`config.mk`:
```
export PLATFORM = sky130hd
export DESIGN_NAME = dcache_ctrl
export DESIGN_NICKNAME = d
export VERILOG_FILES = /design/src/rtl/dcache_ctrl.sv
export SDC_FILE = /design/constraint.sdc
export NUM_CORES = 1
export LEC_CHECK = 0
export ABC_AREA = 1
export ABC_CLOCK_PERIOD_IN_PS = 8900
export CORE_AREA = 2 2 279 281
export DETAILED_ROUTE_END_ITERATION = 8
export DIE_AREA = 0 0 281 283
export HOLD_SLACK_MARGIN = 0.06
export PLACE_DENSITY = 0.43
export REMOVE_ABC_BUFFERS = 1
export SYNTH_ARGS = -nofsm -noshare
export SYNTH_HDL_FRONTEND = slang
export SYNTH_SLANG_ARGS = --single-unit
```
`constraint.sdc`:
```
create_clock -name clk -period 8.9 [get_ports clk]
set_clock_uncertainty 0.15 [all_clocks]
set_input_delay 2.225 -clock clk [delete_from_list [all_inputs] [get_ports clk]]
set_output_delay 2.225 -clock clk [all_outputs]
set_load 0.05 [all_outputs]
```
`src/rtl/dcache_ctrl.sv`:
```
// -----------------------------------------------------------------------------
// dcache_ctrl
//   Controller for a write-back, write-allocate, direct-mapped data cache. It
//   sequences the D-cache tag/data SRAM from the CPU side and moves whole blocks
//   to and from main memory. Only one request is in flight at a time.
//
// Ports
//   clk, rst          clock (posedge) and asynchronous active-high reset
//   cpu_*             CPU request (req/wen/addr/be/wdata) and response (ready/rdata)
//   sram_*            D-cache SRAM control (en/wen/dmem_wen/bytes/block_addr/wdata)
//                     and its combinational lookup results (hit/dirty/victim_tag/rdata)
//   mem_*             main-memory block port (req/wen/addr/wdata, ready/rdata)
//
// Sequence: IDLE latches the request, LOOKUP probes the SRAM, a dirty miss
// goes through WRITEBACK, every miss goes through REFILL and INSTALL, and
// INSTALL replays the request in LOOKUP, where it is then a guaranteed hit.
// -----------------------------------------------------------------------------
module dcache_ctrl #(
    parameter  int TAG_W       = 22,
    parameter  int INDEX_W     = 6,
    parameter  int OFF_W       = 4,
    localparam int BLOCK_BYTES = 2 ** OFF_W,
    localparam int BLOCK_BITS  = 8 * BLOCK_BYTES,
    localparam int BADDR_W     = TAG_W + INDEX_W,
    localparam int WORD_W      = OFF_W - 2
) (
    input  logic                   clk,
    input  logic                   rst,

    input  logic                   cpu_req,
    input  logic                   cpu_wen,
    input  logic [31:0]            cpu_addr,
    input  logic [3:0]             cpu_be,
    input  logic [31:0]            cpu_wdata,
    output logic                   cpu_ready,
    output logic [31:0]            cpu_rdata,

    output logic                   sram_en,
    output logic                   sram_wen,
    output logic                   sram_dmem_wen,
    output logic [BLOCK_BYTES-1:0] sram_bytes,
    output logic [BADDR_W-1:0]     sram_block_addr,
    output logic [BLOCK_BITS-1:0]  sram_wdata,
    input  logic                   sram_hit,
    input  logic                   sram_dirty,
    input  logic [TAG_W-1:0]       sram_victim_tag,
    input  logic [BLOCK_BITS-1:0]  sram_rdata,

    output logic                   mem_req,
    output logic                   mem_wen,
    output logic [BADDR_W-1:0]     mem_addr,
    output logic [BLOCK_BITS-1:0]  mem_wdata,
    input  logic                   mem_ready,
    input  logic [BLOCK_BITS-1:0]  mem_rdata
);

    typedef enum logic [2:0] {
        S_IDLE,
        S_LOOKUP,
        S_WRITEBACK,
        S_REFILL,
        S_INSTALL
    } state_t;

    state_t                  state_q,  state_d;
    logic [BADDR_W-1:0]      blk_q,    blk_d;      // latched {tag,index}
    logic [WORD_W-1:0]       word_q,   word_d;     // latched word within block
    logic                    wen_q,    wen_d;
    logic [3:0]              be_q,     be_d;
    logic [31:0]             wdata_q,  wdata_d;
    logic [TAG_W-1:0]        victim_q, victim_d;
    // One line buffer serves both directions: it holds the victim during
    // WRITEBACK and the fetched block during INSTALL, never both at once.
    logic [BLOCK_BITS-1:0]   line_q,   line_d;

    // Word accesses only; the two lowest address bits carry no information.
    logic unused_addr_lsb;
    assign unused_addr_lsb = ^cpu_addr[1:0];

    // NOTE: state registers use non-blocking assignments so every flop samples
    // the pre-edge value of every other flop.
    always_ff @(posedge clk or posedge rst) begin
        if (rst) begin
            state_q  <= S_IDLE;
            blk_q    <= '0;
            word_q   <= '0;
            wen_q    <= 1'b0;
            be_q     <= '0;
            wdata_q  <= '0;
            victim_q <= '0;
            line_q   <= '0;
        end else begin
            state_q  <= state_d;
            blk_q    <= blk_d;
            word_q   <= word_d;
            wen_q    <= wen_d;
            be_q     <= be_d;
            wdata_q  <= wdata_d;
            victim_q <= victim_d;
            line_q   <= line_d;
        end
    end

    always_comb begin
        // NOTE: every signal written below gets a default first, so no path
        // through the case statement can leave a latch behind.
        state_d         = state_q;
        blk_d           = blk_q;
        word_d          = word_q;
        wen_d           = wen_q;
        be_d            = be_q;
        wdata_d         = wdata_q;
        victim_d        = victim_q;
        line_d          = line_q;

        cpu_ready       = 1'b0;
        cpu_rdata       = '0;
        sram_en         = 1'b0;
        sram_wen        = 1'b0;
        sram_dmem_wen   = 1'b0;
        sram_bytes      = '0;
        sram_block_addr = '0;
        sram_wdata      = '0;
        mem_req         = 1'b0;
        mem_wen         = 1'b0;
        mem_addr        = '0;
        mem_wdata       = '0;

        unique case (state_q)
            S_IDLE: begin
                if (cpu_req) begin
                    blk_d   = cpu_addr[31:OFF_W];
                    word_d  = cpu_addr[OFF_W-1:2];
                    wen_d   = cpu_wen;
                    be_d    = cpu_be;
                    wdata_d = cpu_wdata;
                    state_d = S_LOOKUP;
                end
            end

            S_LOOKUP: begin
                sram_en         = 1'b1;
                sram_block_addr = blk_q;
                if (sram_hit) begin
                    cpu_ready = 1'b1;
                    state_d   = S_IDLE;
                    if (wen_q) begin
                        // Store merges into the line in the same cycle; the
                        // word is replicated and the byte mask picks the lane.
                        sram_wen   = 1'b1;
                        sram_bytes = BLOCK_BYTES'(be_q) << {word_q, 2'b00};
                        sram_wdata = {(BLOCK_BITS / 32){wdata_q}};
                    end else begin
                        cpu_rdata = sram_rdata[{word_q, 5'b00000} +: 32];
                    end
                end else if (sram_dirty) begin
                    line_d   = sram_rdata;
                    victim_d = sram_victim_tag;
                    state_d  = S_WRITEBACK;
                end else begin
                    state_d = S_REFILL;
                end
            end

            S_WRITEBACK: begin
                mem_req   = 1'b1;
                mem_wen   = 1'b1;
                mem_addr  = {victim_q, blk_q[INDEX_W-1:0]};
                mem_wdata = line_q;
                if (mem_ready) begin
                    state_d = S_REFILL;
                end
            end

            S_REFILL: begin
                mem_req  = 1'b1;
                mem_addr = blk_q;
                if (mem_ready) begin
                    line_d  = mem_rdata;
                    state_d = S_INSTALL;
                end
            end

            S_INSTALL: begin
                // Full-block write that also sets the tag and clears dirty;
                // the replayed LOOKUP then serves the original request.
                sram_en         = 1'b1;
                sram_wen        = 1'b1;
                sram_dmem_wen   = 1'b1;
                sram_bytes      = '1;
                sram_block_addr = blk_q;
                sram_wdata      = line_q;
                state_d         = S_LOOKUP;
            end

            default: begin
                state_d = S_IDLE;
            end
        endcase
    end

endmodule

```
==> impl_metrics.xml <==
<?xml version="1.0" encoding="UTF-8"?>
<metrics>
  <group name="cts">
    <metric name="cts.htree.levels" unit="">2</metric>
    <metric name="cts.root.buffer_cell" unit="">sky130_fd_sc_hd__clkbuf_16</metric>
    <metric name="num_cts_buffers" unit="">34</metric>
    <metric name="worstSkewPairLatency" unit="ps">530</metric>
    <metric name="clk_pin_slew_worst_paths" unit="ps">60</metric>
    <metric name="cts_resized" unit="">0</metric>
    <metric name="post-cts-setup-buffers" unit="">0</metric>
    <metric name="clkSinkCount" unit="">220</metric>
    <metric name="ctsHoldBuffers" unit="">0</metric>
    <metric name="tritoncts" unit="">yes</metric>
    <metric name="maximum_count_of_clock_buffers_along_a_single_path" unit="">3</metric>
  </group>
  <group name="floorplan">
    <metric name="die_width" unit="um">281</metric>
    <metric name="die_area" unit="sq um">79500</metric>
    <metric name="coreArea" unit="sq um">76700</metric>
    <metric name="initial_core_util" unit="">0.188</metric>
    <metric name="die_height" unit="um">283</metric>
    <metric name="io_pins" unit="">719</metric>
    <metric name="row_count" unit="">102</metric>
  </group>
  <group name="detailed_routing">
    <metric name="drc_errors_left" unit="">0</metric>
    <metric name="drt-total-wl" unit="um">82500</metric>
    <metric name="postRouteAntennaNets" unit="">0</metric>
    <metric name="drt_first_iter_violations" unit="">1173</metric>
    <metric name="dr.pass1.iters" unit="">5</metric>
    <metric name="detailroute.via_count" unit="">17809</metric>
    <metric name="viasPerCell" unit="">4.57</metric>
    <metric name="post_drt_wl_per_cell" unit="um">21.2</metric>
  </group>
  <group name="worst_setup_path">
    <metric name="worst-r2r-setup-slack" unit="ps">4450</metric>
    <metric name="timing.critical_path.from" unit="">sram_hit</metric>
    <metric name="timing.critical_path.from_type" unit="">input port</metric>
    <metric name="required" unit="ps">6530</metric>
    <metric name="r2r.worst_path.cells" unit="">7</metric>
    <metric name="crit_path_capture" unit="">sram_wdata[118]</metric>
    <metric name="reg2reg_to" unit="">line_q[48]</metric>
    <metric name="cp_max_fo" unit="">26</metric>
    <metric name="r2r_start" unit="">state_q[1]</metric>
    <metric name="worst_ep_arrival_time" unit="ps">5090</metric>
    <metric name="critical_path_class" unit="">in -&gt; out</metric>
    <metric name="timing.critical_path.to_type" unit="">output pin</metric>
  </group>
  <group name="final_layout">
    <metric name="share_of_final_layout_standard_cells_stronger_than_drive_strength_1" unit="">0.0369</metric>
    <metric name="area.growth.synth_to_final" unit="%">62.4</metric>
    <metric name="final_cells" unit="">3894</metric>
    <metric name="fillCellCount" unit="">8402</metric>
    <metric name="number_of_nets_in_the_finished_design" unit="">3180</metric>
    <metric name="post-route-cell-area" unit="sq um">23400</metric>
  </group>
  <group name="grt">
    <metric name="met1_usage" unit="">0.248</metric>
    <metric name="largest_net_degree_at_the_start_of_global_routing" unit="">126</metric>
    <metric name="global_route.usage.met2" unit="">0.342</metric>
    <metric name="grt_overflow" unit="">0</metric>
    <metric name="vias_in_the_first_global_route" unit="">17587</metric>
    <metric name="gr-usage-met3" unit="">0.0450</metric>
    <metric name="number_of_antenna_violations_at_the_first_check_in_global_routing" unit="">11</metric>
    <metric name="grt_first_pass_wirelength" unit="um">120000</metric>
    <metric name="top_usage_layer" unit="">met2</metric>
    <metric name="grt_usage" unit="">0.200</metric>
  </group>
  <group name="timing">
    <metric name="rsz0062_at_grt" unit="">no</metric>
    <metric name="final-hold-violation-count" unit="">0</metric>
    <metric name="timing.slew.headroom" unit="">0.197</metric>
    <metric name="slew_viol_final" unit="">0</metric>
    <metric name="fin_tns_setup" unit="ps">0</metric>
    <metric name="worst_max_slew_pin_slew" unit="ps">1200</metric>
    <metric name="fin_ws" unit="ps">1440</metric>
    <metric name="finalCritPeriodShare" unit="">0.838</metric>
    <metric name="finalWorstPathRequiredPeriod" unit="ps">7460</metric>
    <metric name="fmax" unit="MHz">134</metric>
    <metric name="final-setup-viol-count" unit="">0</metric>
  </group>
  <group name="power">
    <metric name="share_comb_of_total_power" unit="">0.625</metric>
    <metric name="netSwitchingPower" unit="uW">4830</metric>
    <metric name="cellLeakagePower" unit="uW">0.0106</metric>
    <metric name="switching_share" unit="">0.559</metric>
    <metric name="clock_power_share" unit="">0.154</metric>
    <metric name="power.total" unit="uW">8640</metric>
    <metric name="power-per-cell-area" unit="nW/um^2">370</metric>
    <metric name="seqPwrFrac" unit="">0.221</metric>
    <metric name="max-vdd-ir-drop" unit="uV">260</metric>
    <metric name="internal_power" unit="uW">3810</metric>
  </group>
  <group name="hold_path">
    <metric name="hold_path.class" unit="">reg -&gt; reg</metric>
    <metric name="worst_hold_startpoint" unit="">line_q[110]</metric>
  </group>
  <group name="yosys">
    <metric name="synthMuxAreaShare" unit="">0</metric>
    <metric name="synth_largest_type_area_fraction" unit="">0.382</metric>
    <metric name="post-synth-top-area-cell" unit="">sky130_fd_sc_hd__dfrtp_1</metric>
    <metric name="post_synth_inst_count" unit="">2251</metric>
    <metric name="ys_top_cells_by_area" unit="">sky130_fd_sc_hd__dfrtp_1 (38%), sky130_fd_sc_hd__nand2_1 (17%), sky130_fd_sc_hd__nand4_1 (11%), sky130_fd_sc_hd__o21ai_0 (9.4%), sky130_fd_sc_hd__nor2_1 (8.5%)</metric>
    <metric name="synth.avg_cell_area" unit="sq um">6.40</metric>
    <metric name="yosys.cell_count.top_type" unit="">sky130_fd_sc_hd__nand2_1</metric>
    <metric name="post_synth_fa_ha_maj_area_fraction" unit="">0</metric>
    <metric name="seq_area_frac_synth" unit="">0.382</metric>
    <metric name="post_synth_xor_area_fraction" unit="">0</metric>
    <metric name="synth_compound_gate_area_share" unit="">0.123</metric>
    <metric name="synth-async-reset-ratio" unit="">1.00</metric>
    <metric name="ys_warn_count" unit="">0</metric>
    <metric name="post_synthesis_simple_gate_area_fraction" unit="">0.374</metric>
    <metric name="synth-seq-cells" unit="">220</metric>
    <metric name="synth_top_family_by_area" unit="">simple AND/OR/NAND/NOR gates</metric>
    <metric name="synth.lib_cells_used.distinct" unit="">18</metric>
    <metric name="synth_enable_flop_cells" unit="">0</metric>
    <metric name="synthesis.area" unit="sq um">14400</metric>
    <metric name="list_of_most_frequent_post_synthesis_cells" unit="">sky130_fd_sc_hd__nand2_1 (641), sky130_fd_sc_hd__nor2_1 (325), sky130_fd_sc_hd__o21ai_0 (269), sky130_fd_sc_hd__nand4_1 (257), sky130_fd_sc_hd__inv_1 (223)</metric>
    <metric name="synth_flop_cell" unit="">sky130_fd_sc_hd__dfrtp_1</metric>
  </group>
  <group name="place">
    <metric name="placer_congestion_estimate" unit="">0.831</metric>
    <metric name="post-dp-hpwl" unit="um">56900</metric>
    <metric name="placedInstanceArea" unit="sq um">22300</metric>
    <metric name="placed_cells" unit="">3831</metric>
    <metric name="port_buffers" unit="">716</metric>
    <metric name="pre_cts_ws" unit="ps">1380</metric>
  </group>
  <group name="flow_run">
    <metric name="max_cap_violations" unit="">0</metric>
  </group>
  <group name="status">
    <metric name="run_status" unit="">finished clean</metric>
  </group>
</metrics>
## area by class of cell
type | instances | area [sq um] | share of cell area
Timing Repair Buffer | 739 | 7360 | 0.315
Multi-Input combinational cell | 1602 | 7230 | 0.309
Sequential cell | 220 | 5520 | 0.236
Tap cell | 1040 | 1300 | 0.0557
Clock buffer | 48 | 1030 | 0.0443
Inverter | 230 | 875 | 0.0374
Clock inverter | 8 | 48.8 | 0.00209
Antenna cell | 7 | 17.5 | 0.000749
## worst min-delay path by stage
stage / slack (ps) / depth (start not counted) / endpoint
6_report: 330 / 2 / line_q[110]
4_1_cts: 330 / 2 / line_q[77]
3_3_place_gp: 320 / 2 / line_q[99]
2_1_floorplan: 300 / 2 / line_q[0]
3_5_place_dp: 320 / 2 / line_q[70]
5_1_grt: 340 / 2 / line_q[61]
## sequential cells by signal, summed over array words and instances (netlist names)
register,cells
victim_q,22
word_q,2
state_q,3
blk_q,28
wdata_q,32
be_q,4
wen_q,1
line_q,128
## stage by stage
stage               hold slack (ps)  utilization
floorplan                       299            -
global placement                317        0.290
detailed placement              315        0.290
CTS                             331        0.305
global route                    344        0.305
finish                          327        0.305
## cell usage in the layout, fill, tap and decap left out, drive strengths merged
| cell type | instances |
|---|---|
| clkdlybuf4s50 | 714 |
| nand2 | 642 |
| nor2 | 328 |
| o21ai | 290 |
| nand4 | 257 |
| inv | 230 |
| dfrtp | 220 |
| a21oi | 63 |
| clkbuf | 48 |
| buf | 25 |
| nand3 | 21 |
| diode | 7 |
| clkinv | 6 |
| clkinvlp | 2 |
| nand3b | 1 |
## logic make-up (layout without fill, tap and decap cells)
kind of cell / after synthesis / count (layout)
AOI/OAI and AO/OA: 353 / 353
buffers and inverters: 429 / 1025
DFF: 220 / 220
other: 0 / 7
and+or+nand+nor: 1249 / 1249
## worst max-delay path: stages
cell and delay (ps):
sky130_fd_sc_hd__clkdlybuf4s50_1 550, sky130_fd_sc_hd__nand3_4 140, sky130_fd_sc_hd__nor2_4 430, sky130_fd_sc_hd__buf_12 330
sky130_fd_sc_hd__nand2_1 330, sky130_fd_sc_hd__o21ai_0 190, sky130_fd_sc_hd__clkdlybuf4s50_1 860
## per-layer routing
metal / share of wire / up-vias
li1: - / 8445
met1: 0.42 / 8555
met2: 0.48 / 684
met3: 0.069 / 117
met4: 0.026 / 8
met5: 0.00055 / -
## power by group through the flow
| stage | logic [uW] | registers [uW] | clock network [uW] |
|---|---|---|---|
| after detailed placement | 5440 | 1920 | 0 |
| after floorplan | 3360 | 1820 | 0 |
| after global routing | 5820 | 1960 | 1420 |
| after global placement | 5430 | 1900 | 0 |
| after CTS | 5460 | 1910 | 1390 |
| final | 5400 | 1910 | 1330 |
(Power assumes the default switching activity.)
